$ cat src/rtl/tdc_pkg.sv
`default_nettype none
// ============================================================================
// Module   : tdc_pkg
// Purpose  : Shared tap/count widths, chunking helper and FSM encoding for the
//            TDC thermometer encoder and decoder.
// Revision : 1.0  initial release
// ============================================================================
package tdc_pkg;

    localparam int c_num_taps   = 300;
    localparam int c_num_decode = 10;
    localparam int c_chunk      = 32;

    function automatic int nchunk(input int taps, input int chunk);
        return (taps + chunk - 1) / chunk;
    endfunction

    typedef enum logic [1:0] {
        ST_IDLE = 2'd0,
        ST_FILL = 2'd1,
        ST_DONE = 2'd2
    } state_t;

endpackage
`default_nettype wire

$ cat src/rtl/thermo_encode_if.sv
`default_nettype none
// ============================================================================
// Module   : thermo_encode_if
// Purpose  : Request/result bundle between a thermometer encoder and its user.
// Revision : 1.0  initial release
// ============================================================================
interface thermo_encode_if
    import tdc_pkg::*;
#(
    parameter int NUM_TAPS   = c_num_taps,
    parameter int NUM_DECODE = c_num_decode
) ();

    logic                  go;
    logic [NUM_DECODE-1:0] wEncodeIn;
    logic                  busy;
    logic                  finished;
    logic [NUM_TAPS-1:0]   wEncodeOut;

    modport master (
        output go,
        output wEncodeIn,
        input  busy,
        input  finished,
        input  wEncodeOut
    );

    modport slave (
        input  go,
        input  wEncodeIn,
        output busy,
        output finished,
        output wEncodeOut
    );

endinterface
`default_nettype wire

$ cat src/rtl/thermo_chunk.sv
`default_nettype none
// ============================================================================
// Module   : thermo_chunk
// Purpose  : Combinational thermometer mask for one CHUNK-wide slice of taps.
// Revision : 1.0  initial release
// ============================================================================
module thermo_chunk
    import tdc_pkg::*;
#(
    parameter int NUM_TAPS = c_num_taps,
    parameter int CMP_W    = c_num_decode + 1,
    parameter int CHUNK    = c_chunk
) (
    input  wire logic [CMP_W-1:0] i_base,
    input  wire logic [CMP_W-1:0] i_nsat,
    input  wire logic             i_falling,
    output logic      [CHUNK-1:0] o_mask
);

    localparam logic [CMP_W-1:0] c_taps = CMP_W'(NUM_TAPS);

    // Lowest lit tap when ones grow down from the top of the chain.
    logic [CMP_W-1:0] w_lo;
    assign w_lo = c_taps - i_nsat;

    for (genvar g = 0; g < CHUNK; g++) begin : g_tap
        logic [CMP_W-1:0] w_tap;
        assign w_tap     = i_base + CMP_W'(g);
        assign o_mask[g] = (w_tap < c_taps) &&
                           (i_falling ? (w_tap >= w_lo) : (w_tap < i_nsat));
    end

endmodule
`default_nettype wire

$ cat src/rtl/thermo_encode.sv
`default_nettype none
// ============================================================================
// Module   : thermo_encode
// Purpose  : Binary count to thermometer word, built CHUNK taps per cycle.
// Revision : 1.0  initial release
// ============================================================================
module thermo_encode
    import tdc_pkg::*;
#(
    parameter int   NUM_TAPS   = c_num_taps,
    parameter int   NUM_DECODE = c_num_decode,
    parameter int   CHUNK      = c_chunk,
    parameter logic FALLING    = 1'b0
) (
    input  wire logic       clk,
    input  wire logic       rst,
    thermo_encode_if.slave  bus
);

    localparam int c_nchunk = nchunk(NUM_TAPS, CHUNK);
    localparam int c_cnt_w  = (c_nchunk > 1) ? $clog2(c_nchunk) : 1;
    localparam int c_cmp_w  = NUM_DECODE + 1;

    localparam logic [c_cnt_w-1:0] c_last = c_cnt_w'(c_nchunk - 1);
    localparam logic [c_cmp_w-1:0] c_taps = c_cmp_w'(NUM_TAPS);

    state_t              r_state;
    logic [c_cnt_w-1:0]  r_chunk;
    logic [c_cmp_w-1:0]  r_nsat;
    logic [NUM_TAPS-1:0] r_work;
    logic [NUM_TAPS-1:0] r_out;
    logic                r_busy;
    logic                r_finished;

    logic [c_cmp_w-1:0]  w_req;
    logic [c_cmp_w-1:0]  w_base;
    logic [CHUNK-1:0]    w_mask;

    assign w_req  = {1'b0, bus.wEncodeIn};
    // Constant-factor scale of the chunk counter; reduces to shifts/adds.
    assign w_base = c_cmp_w'(r_chunk) * c_cmp_w'(CHUNK);

    thermo_chunk #(
        .NUM_TAPS (NUM_TAPS),
        .CMP_W    (c_cmp_w),
        .CHUNK    (CHUNK)
    ) u_chunk (
        .i_base    (w_base),
        .i_nsat    (r_nsat),
        .i_falling (FALLING),
        .o_mask    (w_mask)
    );

    always_ff @(posedge clk) begin
        if (rst) begin
            r_state    <= ST_IDLE;
            r_chunk    <= '0;
            r_nsat     <= '0;
            r_work     <= '0;
            r_out      <= '0;
            r_busy     <= 1'b0;
            r_finished <= 1'b0;
        end else begin
            r_finished <= 1'b0;
            case (r_state)
                ST_IDLE: begin
                    if (bus.go) begin
                        r_nsat  <= (w_req > c_taps) ? c_taps : w_req;
                        r_work  <= '0;
                        r_chunk <= '0;
                        r_busy  <= 1'b1;
                        r_state <= ST_FILL;
                    end
                end
                ST_FILL: begin
                    // Taps past the end of the chain have no storage.
                    for (int i = 0; i < CHUNK; i++) begin
                        if (int'(w_base) + i < NUM_TAPS) begin
                            r_work[int'(w_base) + i] <= w_mask[i];
                        end
                    end
                    if (r_chunk == c_last) begin
                        r_state <= ST_DONE;
                    end else begin
                        r_chunk <= r_chunk + 1'b1;
                    end
                end
                ST_DONE: begin
                    r_out      <= r_work;
                    r_finished <= 1'b1;
                    r_busy     <= 1'b0;
                    r_state    <= ST_IDLE;
                end
                default: begin
                    r_state <= ST_IDLE;
                    r_busy  <= 1'b0;
                end
            endcase
        end
    end

    assign bus.busy       = r_busy;
    assign bus.finished   = r_finished;
    assign bus.wEncodeOut = r_out;

endmodule
`default_nettype wire

$ cat src/flat_wrapper.sv
// flat-port wrapper written by rule: the top's interface ports become plain ports
module thermo_encode_flat import tdc_pkg::*;
#(
    parameter int   NUM_TAPS   = c_num_taps,
    parameter int   NUM_DECODE = c_num_decode,
    parameter int   CHUNK      = c_chunk,
    parameter logic FALLING    = 1'b0
)
  (clk, rst, bus_go, bus_wEncodeIn, bus_busy, bus_finished, bus_wEncodeOut);
  thermo_encode_if #(.NUM_TAPS(NUM_TAPS), .NUM_DECODE(NUM_DECODE)) bus_i ();
  input  wire logic clk;
  input  wire logic rst;
  input wire logic [$bits(bus_i.go)-1:0] bus_go;
  input wire logic [$bits(bus_i.wEncodeIn)-1:0] bus_wEncodeIn;
  output wire logic [$bits(bus_i.busy)-1:0] bus_busy;
  output wire logic [$bits(bus_i.finished)-1:0] bus_finished;
  output wire logic [$bits(bus_i.wEncodeOut)-1:0] bus_wEncodeOut;
  assign bus_i.go = bus_go;
  assign bus_i.wEncodeIn = bus_wEncodeIn;
  assign bus_busy = bus_i.busy;
  assign bus_finished = bus_i.finished;
  assign bus_wEncodeOut = bus_i.wEncodeOut;
  thermo_encode #(.NUM_TAPS(NUM_TAPS), .NUM_DECODE(NUM_DECODE), .CHUNK(CHUNK), .FALLING(FALLING)) u_core (.clk(clk), .rst(rst), .bus(bus_i));
endmodule
$ cat config.mk
export PLATFORM = sky130hd
export DESIGN_NAME = thermo_encode_flat
export DESIGN_NICKNAME = d
export VERILOG_FILES = /design/src/rtl/tdc_pkg.sv /design/src/rtl/thermo_encode_if.sv /design/src/rtl/thermo_chunk.sv /design/src/rtl/thermo_encode.sv /design/src/flat_wrapper.sv
export SDC_FILE = /design/constraint.sdc
export NUM_CORES = 1
export LEC_CHECK = 0
export CORE_MARGIN = 2
export CORE_UTILIZATION = 54
export DETAILED_ROUTE_END_ITERATION = 8
export GPL_ROUTABILITY_DRIVEN = 0
export MAX_ROUTING_LAYER = met4
export PLACE_DENSITY = 0.88
export SYNTH_ARGS = -nofsm -noshare
export SYNTH_HDL_FRONTEND = slang
export SYNTH_SLANG_ARGS = --single-unit
$ cat constraint.sdc
create_clock -name clk -period 2.9 [get_ports clk]
set_input_delay 0.87 -clock clk [delete_from_list [all_inputs] [get_ports clk]]
set_output_delay 0.87 -clock clk [all_outputs]
set_load 0.05 [all_outputs]
==> summary.txt, run 1 <==
Clock network
  • Setup Buffers After CTS: 0
  • Clk_lat worst skew: between 0.6 and 0.7 ns
  • Root Buffer: clkbuf_16
  • Clock Path Buffers: 3
  • CTS clk-pin slew, worst paths: approximately 0.070 ns
  • # H-tree levels: 2
  • TritonCTS clock tree: yes
  • CTS sink count: approximately 620
  • Cts repair resizes: 0
  • Hold buffers post-CTS: 0
  • CTS buffer count: 56

GRT
  • First-pass GRT wire length: ~100000 microns
  • Total gr overflow: 0
  • Largest net degree at the start of global routing: roughly 110
  • GRT Total Usage: approximately 33%
  • Vias in the first global route: 18060
  • Initial antenna violation count: 1

Die
  • Starting Density: 55.00%
  • Num rows: 72
  • Core Region: between 30000 and 40000 sq um
  • Die X: a little over 200 microns
  • Io pins: around 320
  • Die area: 41150 sq um
  • Die height: ~200 microns

Synthesis
  • Cell Area, Synth: ~21000 sq um
  • Yosys cell types: 64
  • Post-synthesis sequential area ratio: 57.93%
  • Register bit total from synthesis: 618
  • Main synth FF type: dfxtp_1
  • Post-Syn Area per Cell: roughly 9.4 sq um
  • Cells after Synth: ~2300
  • Number of flops mapped to enable cells by yosys: 0
  • Post-synthesis async set-or-reset flop share: 0%
  • Synth warn: 0
  • Syn Nets: 2298

Hold path
  • WHS Path Cells: 2
  • Worst hold path class: reg -> reg
  • Hold endpoint: u_core.bus.wEncodeOut[191]$_SDFFE_PP0P_
  • Worst hold start: u_core.r_work[191]$_SDFFE_PP0P_

STA
  • Slew Limit Fails: 0
  • Clock skew: between 0.02 and 0.03 ns
  • Worst-margin pin slew: ~1.4 ns
  • Period Utilization, post-route: around 94%
  • Final min period: approximately 2.7 ns
  • Final TNS setup: 0 ns
  • Max Fclk: roughly 0.37 GHz
  • Max-slew headroom: 9.012%
  • RSZ-0062 raised after global routing: no
  • Fin. Hold Viols: 0
  • Final setup fails: 0

Pwr
  • Max rail drop VDD: 506.8 uV
  • Internal power: between 10000 and 15000 uW
  • Switching pwr: around 4300 uW
  • Sequential power share: approximately 49%
  • Pwr Total: 17700 uW
  • Static leakage: ~0.0095 uW
  • Logic gate share of total power: slightly below 8%
  • Clock share of power: 43.6%
  • Switching Share: about a quarter
  • Cell Pwr Density: 648.7 nW/um^2

Detailed routing
  • WL/cell: about 22 microns
  • Antenna Nets Post-Route: 0
  • Drt total wl: roughly 70000 microns
  • Via density: roughly 6.0
  • Pre-antenna DRT Iters: 7
  • DRT iter0 DRCs: between 1500 and 2000
  • Drt drc: 0
  • Total number of vias: 18800

Place
  • Placed instance area: 25330 sq um
  • # port buffers: approximately 310
  • Hpwl dp: between 40000 and 50000 microns

Layout
  • Number of fill cells: around 2700
  • # nets final: roughly 2600
  • Commonest cells after routing, fill and taps aside: nand2_1 (626), dfxtp_1 (618), a21oi_1 (337), clkdlybuf4s50_1 (313), a22o_1 (235)
  • P&R area growth vs syn: 27.79%
  • Commonest non-fill, non-tap cell in the layout: nand2_1
  • Share of cells above drive strength 1: a little under a tenth
  • Layout Cell Area excl Fill: 27290 sq um

Critical path
  • Worst reg2reg path depth: 5
  • Crit path capture type: flip-flop
  • Worst Path Arrival: between 3 and 4 ns
  • WP data required: roughly 3.5 ns
  • Critical path class: reg -> reg
  • CP max FO: 29
  • Worst r2r src: u_core.r_chunk[0]$_SDFFE_PP0P_
  • R2R Path End: u_core.r_work[131]$_SDFFE_PP0P_
  • Reg2reg setup slack: between 0.15 and 0.2 ns
  • CP startpoint kind: flip-flop

Job
  • Max-cap viol count: 0

Status
  • Status: finished clean
registers in the layout (all words and copies together), names as in the netlist:
signal,cells
u_core.r_chunk,4
u_core.r_state,2
u_core.r_work,300
u_core.bus.wEncodeOut,300
u_core.bus.busy,1
u_core.bus.finished,1
u_core.r_nsat,10
worst max-delay path: stages, from the launching register on:
cell and delay, ns:
dfxtp_1 0.54, inv_1 0.18, ha_1 0.42, and2_1 0.28
nor2_2 0.94, a22o_1 0.30
routing by layer:
layer	vias to the layer above	GRT usage, %	part of all wire [%]
li1	8508	-	-
met1	9000	40.58	39
met5	-	-	0
met4	0	16.87	5.3
met3	223	7.464	9.6
met2	1066	52.53	46
through the flow:
stage,util [%],hold slack (ns),setup WS (ns),std cells
2_1_floorplan,-,0.4273,0.6934,2276
3_3_place_gp,65.24,0.4411,-0.09715,3019
3_5_place_dp,65.24,0.4446,-0.2081,3019
4_1_cts,70.26,0.4536,0.1439,3125
5_1_grt,70.29,0.4728,0.04494,3126
6_report,70.29,0.4545,0.1640,3126
how the worst max path moves through the flow:
stage	startpoint	endpoint	cells after the start
after global routing	u_core.r_chunk[0]$_SDFFE_PP0P_	u_core.r_work[131]$_SDFFE_PP0P_	5
after CTS	u_core.bus.wEncodeOut[159]$_SDFFE_PP0P_	bus_wEncodeOut[159]	1
final	u_core.r_chunk[0]$_SDFFE_PP0P_	u_core.r_work[131]$_SDFFE_PP0P_	5
after floorplan	u_core.r_chunk[1]$_SDFFE_PP0P_	u_core.r_work[27]$_SDFFE_PP0P_	6
after global placement	bus_go	u_core.r_work[68]$_SDFFE_PP0P_	6
after detailed placement	bus_go	u_core.r_work[93]$_SDFFE_PP0P_	6
logic make-up (layout without fill, tap and decap cells):
kind of cell             after synthesis  after routing  share of synthesized area (%)
buffers and inverters                193            524                          3.715
other                                  0              1                              0
flip-flops                           618            618                          57.93
AO/OA/AOI/OAI                        661            661                          21.41
AND/OR/NAND/NOR                      795            795                          16.41
adder cells (fa/ha/maj)                9              9                         0.5273
power groups by stage:
stage | sequential (uW) | combinational, uW | clock (uW)
finish | 8600 | 1380 | 7720
global route | 8600 | 1400 | 8110
CTS | 8590 | 1330 | 7760
detailed placement | 8780 | 1330 | 0
global placement | 8780 | 1300 | 0
floorplan | 8770 | 615 | 0
final cells by class:
type	count	area [sq um]	share of cell area, %
multi-input combinational	1465	8284	30.36
clock inverter	24	297.8	1.091
inverter	12	45.04	0.1651
tap	518	648.1	2.375
antenna	1	2.502	0.009170
clock buffer	82	1652	6.052
sequential	618	12370	45.34
timing repair buffer	406	3989	14.62
synthesized netlist by cell type (3+ instances only):
cell type	n	area [sq um]
nand2_1	626	2350
dfxtp_1	618	12370
a21oi_1	342	1712
a22o_1	235	2058
clkbuf_1	119	446.7
nand3_1	43	215.2
buf_2	33	165.2
nor2_1	29	108.9
a32o_1	28	280.3
buf_1	22	82.58
nand4_1	17	106.4
and2_1	12	75.07
inv_1	12	45.04
ha_1	9	112.6
nor3_2	9	90.09
o2bb2ai_1	9	78.83
a21oi_2	7	61.31
a31oi_2	7	87.58
nor2b_1	7	43.79
o21ai_0	7	35.03
or4_1	7	52.55
nor4_4	6	127.6
or3_1	6	37.54
buf_4	5	37.54
and3_1	4	25.02
nand3b_1	4	30.03
nor3_1	4	20.02
a311oi_1	3	26.28
nand2b_1	3	18.77
nor3_4	3	48.80
(Power assumes the default switching activity.)
==> inputs of run 2 (changes only) <==
--- a/config.mk
+++ b/config.mk
@@ -5,7 +5,8 @@
 export SDC_FILE = /design/constraint.sdc
 export NUM_CORES = 1
 export LEC_CHECK = 0
-export CORE_MARGIN = 2
+export ABC_CLOCK_PERIOD_IN_PS = 2900
+export CAP_MARGIN = 20
 export CORE_UTILIZATION = 54
 export DETAILED_ROUTE_END_ITERATION = 8
 export GPL_ROUTABILITY_DRIVEN = 0
==> run 2 against run 1 <==
Critical path depth shrank 1. Power shrank 1.4%. Setup slack lost 0.048 ns. Die area shrank 2.0%. Clock skew shrank 0.012 ns. Combinational power grew 3%. Sequential share of layout area grew 0.17 points. Clock-buffer cell count grew 1. First-iteration DRC count shrank 5.3%. Hold slack is essentially flat. Register-to-register slack lost 0.05 ns. Cell area shrank 0.37%. Critical path type unchanged.
==> summary.txt, run 2 (synthesis results as in run 1) <==
Status
  • Status: finished clean

Place
  • Worst slack, placed: -0.1826 ns (+0.02550 ns)
  • Hpwl dp: 44970 microns (-0.81%)
  • # port buffers: 314 (unchanged)

Critical path
  • CP startpoint kind: flip-flop
  • Critical path class: reg -> reg
  • Crit path capture type: flip-flop
  • Worst Path Arrival: 3.32 ns (+0.03 ns)
  • CP max FO: 14 (-52%)
  • WP data required: 3.44 ns (about the same)

Pwr
  • Max rail drop VDD: 514.5 uV (+1.5%)
  • Static leakage: 0.009402 uW (-0.55%)
  • Cell Pwr Density: 642.2 nW/um^2 (-1.0%)
  • Pwr Total: 17460 uW (-1.4%)

Die
  • Starting Density: 55.00% (unchanged)
  • Die X: 200.9 microns (-0.99%)
  • Num rows: 72 (unchanged)
  • Die height: 200.9 microns (-0.99%)
  • Die area: 40350 sq um (-2.0%)
  • Io pins: 315 (unchanged)
  • Core Region: 38830 sq um (unchanged)

Clock network
  • Hold buffers post-CTS: 0 (unchanged)
  • CTS buffer count: 57 (+1.8%)
  • CTS sink count: 618 (unchanged)
  • TritonCTS clock tree: yes
  • Clk_lat worst skew: 0.61 ns (about the same)
  • CTS clk-pin slew, worst paths: 0.06 ns (about the same)
  • Root Buffer: clkbuf_16
  • Cts repair resizes: 0 (unchanged)
  • Setup Buffers After CTS: 0 (unchanged)
  • # H-tree levels: 2 (unchanged)
  • Clock Path Buffers: 3 (unchanged)

Detailed routing
  • Drt total wl: 69130 microns (+0.66%)
  • Via density: 6.012 (about the same)
  • Drt drc: 0 (unchanged)
  • Total number of vias: 18720 (-0.41%)
  • Antenna Nets Post-Route: 0 (unchanged)
  • DRT iter0 DRCs: 1651 (-5.3%)
  • Pre-antenna DRT Iters: 6 (-1)
  • WL/cell: 22.20 microns (+1.0%)

Layout
  • # nets final: 2574 (-0.27%)
  • Share of cells above drive strength 1: 9.133% (-0.23 points)
  • Commonest cells after routing, fill and taps aside: nand2_1 (626), dfxtp_1 (618), a21oi_1 (337), clkdlybuf4s50_1 (313), a22o_1 (235)
  • P&R area growth vs syn: 27.32%
  • Number of fill cells: 2794 (+2.3%)
  • Commonest non-fill, non-tap cell in the layout: nand2_1

STA
  • Max-slew headroom: 25.98% (+17 points)
  • Slew Limit Fails: 0 (unchanged)
  • RSZ-0062 raised after global routing: no
  • Fin. Hold Viols: 0 (unchanged)
  • Clock skew: 0.01688 ns (-0.01157 ns)
  • Final min period: 2.784 ns (+0.04813 ns)
  • Final setup fails: 0 (unchanged)
  • Max Fclk: 0.3592 GHz (-1.7%)
  • Final worst setup slack: 0.1159 ns (-0.04813 ns)
  • Period Utilization, post-route: 96.00% (+1.7 points)
  • Worst-margin pin slew: 1.109 ns (-0.2557 ns)

GRT
  • Initial antenna violation count: 1 (unchanged)
  • Largest net degree at the start of global routing: 171 (+50%)
  • GRT Total Usage: 34.37% (+0.94 points)
  • First-pass GRT wire length: 104500 microns (+0.78%)
  • Total gr overflow: 0 (unchanged)
  • Vias in the first global route: 17920 (-0.78%)

Job
  • Max-cap viol count: 0 (unchanged)

Hold path
  • Worst hold path class: reg -> reg
-- run 2: changes by cell type in the layout (fill, tap and decap cells not counted), sizes merged --
cell / before / now
buf: 93 / 85
bufinv: 6 / 2
clkbuf: 82 / 83
clkinv: 14 / 15
inv: 14 / 12
-- run 2: worst max-delay path, stage by stage, from the launching register on --
cell,delay (ns)
dfxtp_1,0.60
nor4b_4,0.72
nand2_1,0.37
nor2_1,0.77
a22o_1,0.25
-- run 2: per-stage QoR --
stage / cells / hold WS [ns] / util [%] / TNS (ns) / instance area, sq um
6_report: 3114 / 0.4544 / 70.03 / 0 / 27190
5_1_grt: 3114 / 0.4605 / 70.03 / 0 / 27190
3_3_place_gp: 3003 / 0.4354 / 64.90 / -2.813 / 25200
2_1_floorplan: 2276 / 0.4273 / - / 0 / 21360
3_5_place_dp: 3006 / 0.4430 / 65.00 / -16.29 / 25240
4_1_cts: 3108 / 0.4540 / 69.84 / 0 / 27120
-- run 2: cell type report --
class                           instances  area (sq um)  area share [%]
Sequential cell                       618         12370           45.50
Multi-Input combinational cell       1465          8279           30.45
Timing Repair Buffer                  398          3965           14.58
Clock buffer                           83          1705           6.272
Tap cell                              518         648.1           2.384
Clock inverter                         19         172.7          0.6350
Inverter                               12         45.04          0.1657
Antenna cell                            1         2.502        0.009203
-- run 2: path summary, 6_finish.rpt --
check,slack (ns),from,depth (start not counted),to
setup / recovery,0.12,u_core.r_state[0]$_SDFFE_PP0P_,4,u_core.r_work[4]$_SDFFE_PP0P_
hold / removal,0.45,u_core.bus.wEncodeOut[268]$_SDFFE_PP0P_,2,u_core.bus.wEncodeOut[268]$_SDFFE_PP0P_
setup reg to reg,0.12,u_core.r_state[0]$_SDFFE_PP0P_,4,u_core.r_work[4]$_SDFFE_PP0P_
hold reg to reg,0.45,u_core.bus.wEncodeOut[268]$_SDFFE_PP0P_,2,u_core.bus.wEncodeOut[268]$_SDFFE_PP0P_
-- run 2: report_power, final --
group	leakage [uW]	internal [uW]	total, uW	switching [uW]
Combinational	0.00349	357	1420	1060
Clock	0.000931	4250	7440	3200
Sequential	0.00498	8550	8600	50.8
-- run 2: per-layer routing --
layer	up-vias	global-route usage (%)	routed length, microns
met5	-	-	0
met4	0	19.87	4181
met3	268	8.880	6885
met2	1045	52.83	31690
met1	8931	40.73	26370
li1	8476	-	-
==> inputs of run 3 (changes only) <==
--- a/config.mk
+++ b/config.mk
@@ -8,6 +8,7 @@
 export ABC_CLOCK_PERIOD_IN_PS = 2900
 export CAP_MARGIN = 20
 export CORE_UTILIZATION = 54
+export CTS_CLUSTER_DIAMETER = 60
 export DETAILED_ROUTE_END_ITERATION = 8
 export GPL_ROUTABILITY_DRIVEN = 0
 export MAX_ROUTING_LAYER = met4
==> run 3 against run 2 <==
Sequential power about the same. Hold slack about the same. Setup slack about the same. Combinational power about the same. Global-route usage about the same. Core utilization up 0.093 points. Critical path type unchanged. Critical endpoint is now u_core.r_work[130]$_SDFFE_PP0P_. Highest routed layer unchanged.
==> summary.txt, run 3 (synthesis results as in run 1) <==
STA
  • Final TNS setup: 0 ns (unchanged)
  • Period Utilization, post-route: 95.99% (about the same)
  • Slew Limit Fails: 0 (unchanged)
  • RSZ-0062 raised after global routing: no
  • Hold WS: 0.4545 ns (+0.00004900 ns)
  • Fin. Hold Viols: 0 (unchanged)
  • Worst-margin pin slew: 1.099 ns (-0.009822 ns)
  • Max-slew headroom: 26.64% (+0.66 points)
  • Clock skew: 0.01251 ns (-0.004376 ns)
  • Final setup fails: 0 (unchanged)
  • Final min period: 2.784 ns (-0.0004010 ns)
  • Max Fclk: 0.3592 GHz (about the same)

Critical path
  • CP max FO: 11 (-3)
  • Critical path, cell by cell: inv_1 > ha_1 > a21oi_1 > o221ai_2 > a31o_1 > o2bb2ai_1
  • Worst path top cell family by delay: compound AO/OA/AOI/OAI gates
  • Buf/Inv on CP: 1 (+1)
  • Crit path capture type: flip-flop
  • Slowest cell on crit path: o221ai_2
  • Worst Path Arrival: 3.25 ns (-0.07 ns)
  • WP data required: 3.36 ns (-0.08 ns)
  • CP max stage delay: 0.78 ns (about the same)
  • Critical path class: reg -> reg
  • CP startpoint kind: flip-flop

Detailed routing
  • Drt total wl: 69130 microns (about the same)
  • DRT iter0 DRCs: 1661 (+0.61%)
  • Pre-antenna DRT Iters: 6 (unchanged)
  • Antenna Nets Post-Route: 0 (unchanged)
  • Drt drc: 0 (unchanged)
  • WL/cell: 22.19 microns (about the same)
  • Total number of vias: 18790 (+0.37%)
  • Via density: 6.030 (+0.31%)

Clock network
  • CTS buffer count: 58 (+1.8%)
  • Setup Buffers After CTS: 0 (unchanged)
  • # H-tree levels: 2 (unchanged)
  • TritonCTS clock tree: yes
  • CTS sink count: 618 (unchanged)
  • Hold buffers post-CTS: 0 (unchanged)
  • Clock Path Buffers: 3 (unchanged)
  • Root Buffer: clkbuf_16
  • Clk_lat worst skew: 0.61 ns (about the same)
  • CTS clk-pin slew, worst paths: 0.07 ns (about the same)

GRT
  • Total gr overflow: 0 (unchanged)
  • First-pass GRT wire length: 104400 microns (about the same)
  • GRT Total Usage: 34.33% (-0.035 points)
  • Largest net degree at the start of global routing: 171 (unchanged)
  • Vias in the first global route: 17920 (+0.017%)
  • Initial antenna violation count: 1 (unchanged)

Status
  • Status: finished clean

Layout
  • Commonest non-fill, non-tap cell in the layout: nand2_1
  • Commonest cells after routing, fill and taps aside: nand2_1 (626), dfxtp_1 (618), a21oi_1 (337), clkdlybuf4s50_1 (313), a22o_1 (235)
  • Layout Utilization: 70.12% (+0.093 points)
  • # nets final: 2575 (+0.039%)
  • P&R area growth vs syn: 27.49%
  • Share of cells above drive strength 1: 9.203% (+0.070 points)
  • Layout Cell Area excl Fill: 27230 sq um (+0.13%)

Place
  • # port buffers: 314 (unchanged)
  • Placed instance area: 25240 sq um (unchanged)
  • Hpwl dp: 44970 microns (unchanged)

Pwr
  • Max rail drop VDD: 514.1 uV (about the same)
  • Cell Pwr Density: 645.4 nW/um^2 (+0.50%)
  • Static leakage: 0.009421 uW (+0.20%)
  • Pwr Total: 17570 uW (+0.63%)

Hold path
  • Worst hold path class: reg -> reg

Die
  • Io pins: 315 (unchanged)
  • Num rows: 72 (unchanged)
  • Die height: 200.9 microns (unchanged)
  • Core Region: 38830 sq um (unchanged)
  • Starting Density: 55.00% (unchanged)
  • Die X: 200.9 microns (unchanged)
  • Die area: 40350 sq um (unchanged)

Job
  • Max-cap viol count: 0 (unchanged)
==> run 3: changes by cell type in the layout (fill, tap and decap cells not counted), sizes merged <==
cell	delta
clkinv	-1
inv	+2
clkbuf	+1
==> run 3: final timing paths <==
path / from / depth (start not counted) / slack [ns] / to
worst min register to register: u_core.r_work[111]$_SDFFE_PP0P_ / 2 / 0.45 / u_core.bus.wEncodeOut[111]$_SDFFE_PP0P_
worst max-delay path: u_core.r_nsat[6]$_SDFFE_PP0P_ / 6 / 0.12 / u_core.r_work[130]$_SDFFE_PP0P_
worst max register to register: u_core.r_nsat[6]$_SDFFE_PP0P_ / 6 / 0.12 / u_core.r_work[130]$_SDFFE_PP0P_
worst min-delay path: u_core.r_work[111]$_SDFFE_PP0P_ / 2 / 0.45 / u_core.bus.wEncodeOut[111]$_SDFFE_PP0P_
==> run 3: tightest hold or removal path: stages, from the launching register on <==
cell and delay (ns):
dfxtp_1 0.31, nand2_1 0.05, a21oi_1 0.05
==> run 3: power breakdown <==
group | total [uW] | switching, uW | internal (uW)
Sequential | 8600 | 50.5 | 8550
Clock | 7550 | 3230 | 4320
Combinational | 1420 | 1070 | 357
==> run 3: timing repair <==
| action | 4_1_cts | 5_1_grt |
|---|---|---|
| setup endpoints to repair | 0 | 14 |
| gates resized for setup | 0 | 1 |
| hold endpoints to repair | 0 | 0 |
==> run 3: area by class of cell <==
type	count	area, sq um
Tap cell	518	648.1
Antenna cell	1	2.502
Timing Repair Buffer	398	3965
Multi-Input combinational cell	1465	8279
Fill cell	2786	11600
Inverter	12	45.04
Clock buffer	84	1730
Clock inverter	20	183.9
Sequential cell	618	12370
==> run 3: layer usage <==
layer	GRT usage, %	routed length (microns)
met1	40.78	26390
met4	19.71	4124
met2	52.81	31630
met5	-	0
met3	8.766	6988
==> run 3: per-stage QoR <==
step                      instances  setup WS (ns)
after CTS                      3110        0.03488
after floorplan                2276         0.6934
after global placement         3003       -0.08800
after global routing           3116        0.03496
final                          3116         0.1163
after detailed placement       3006        -0.1826
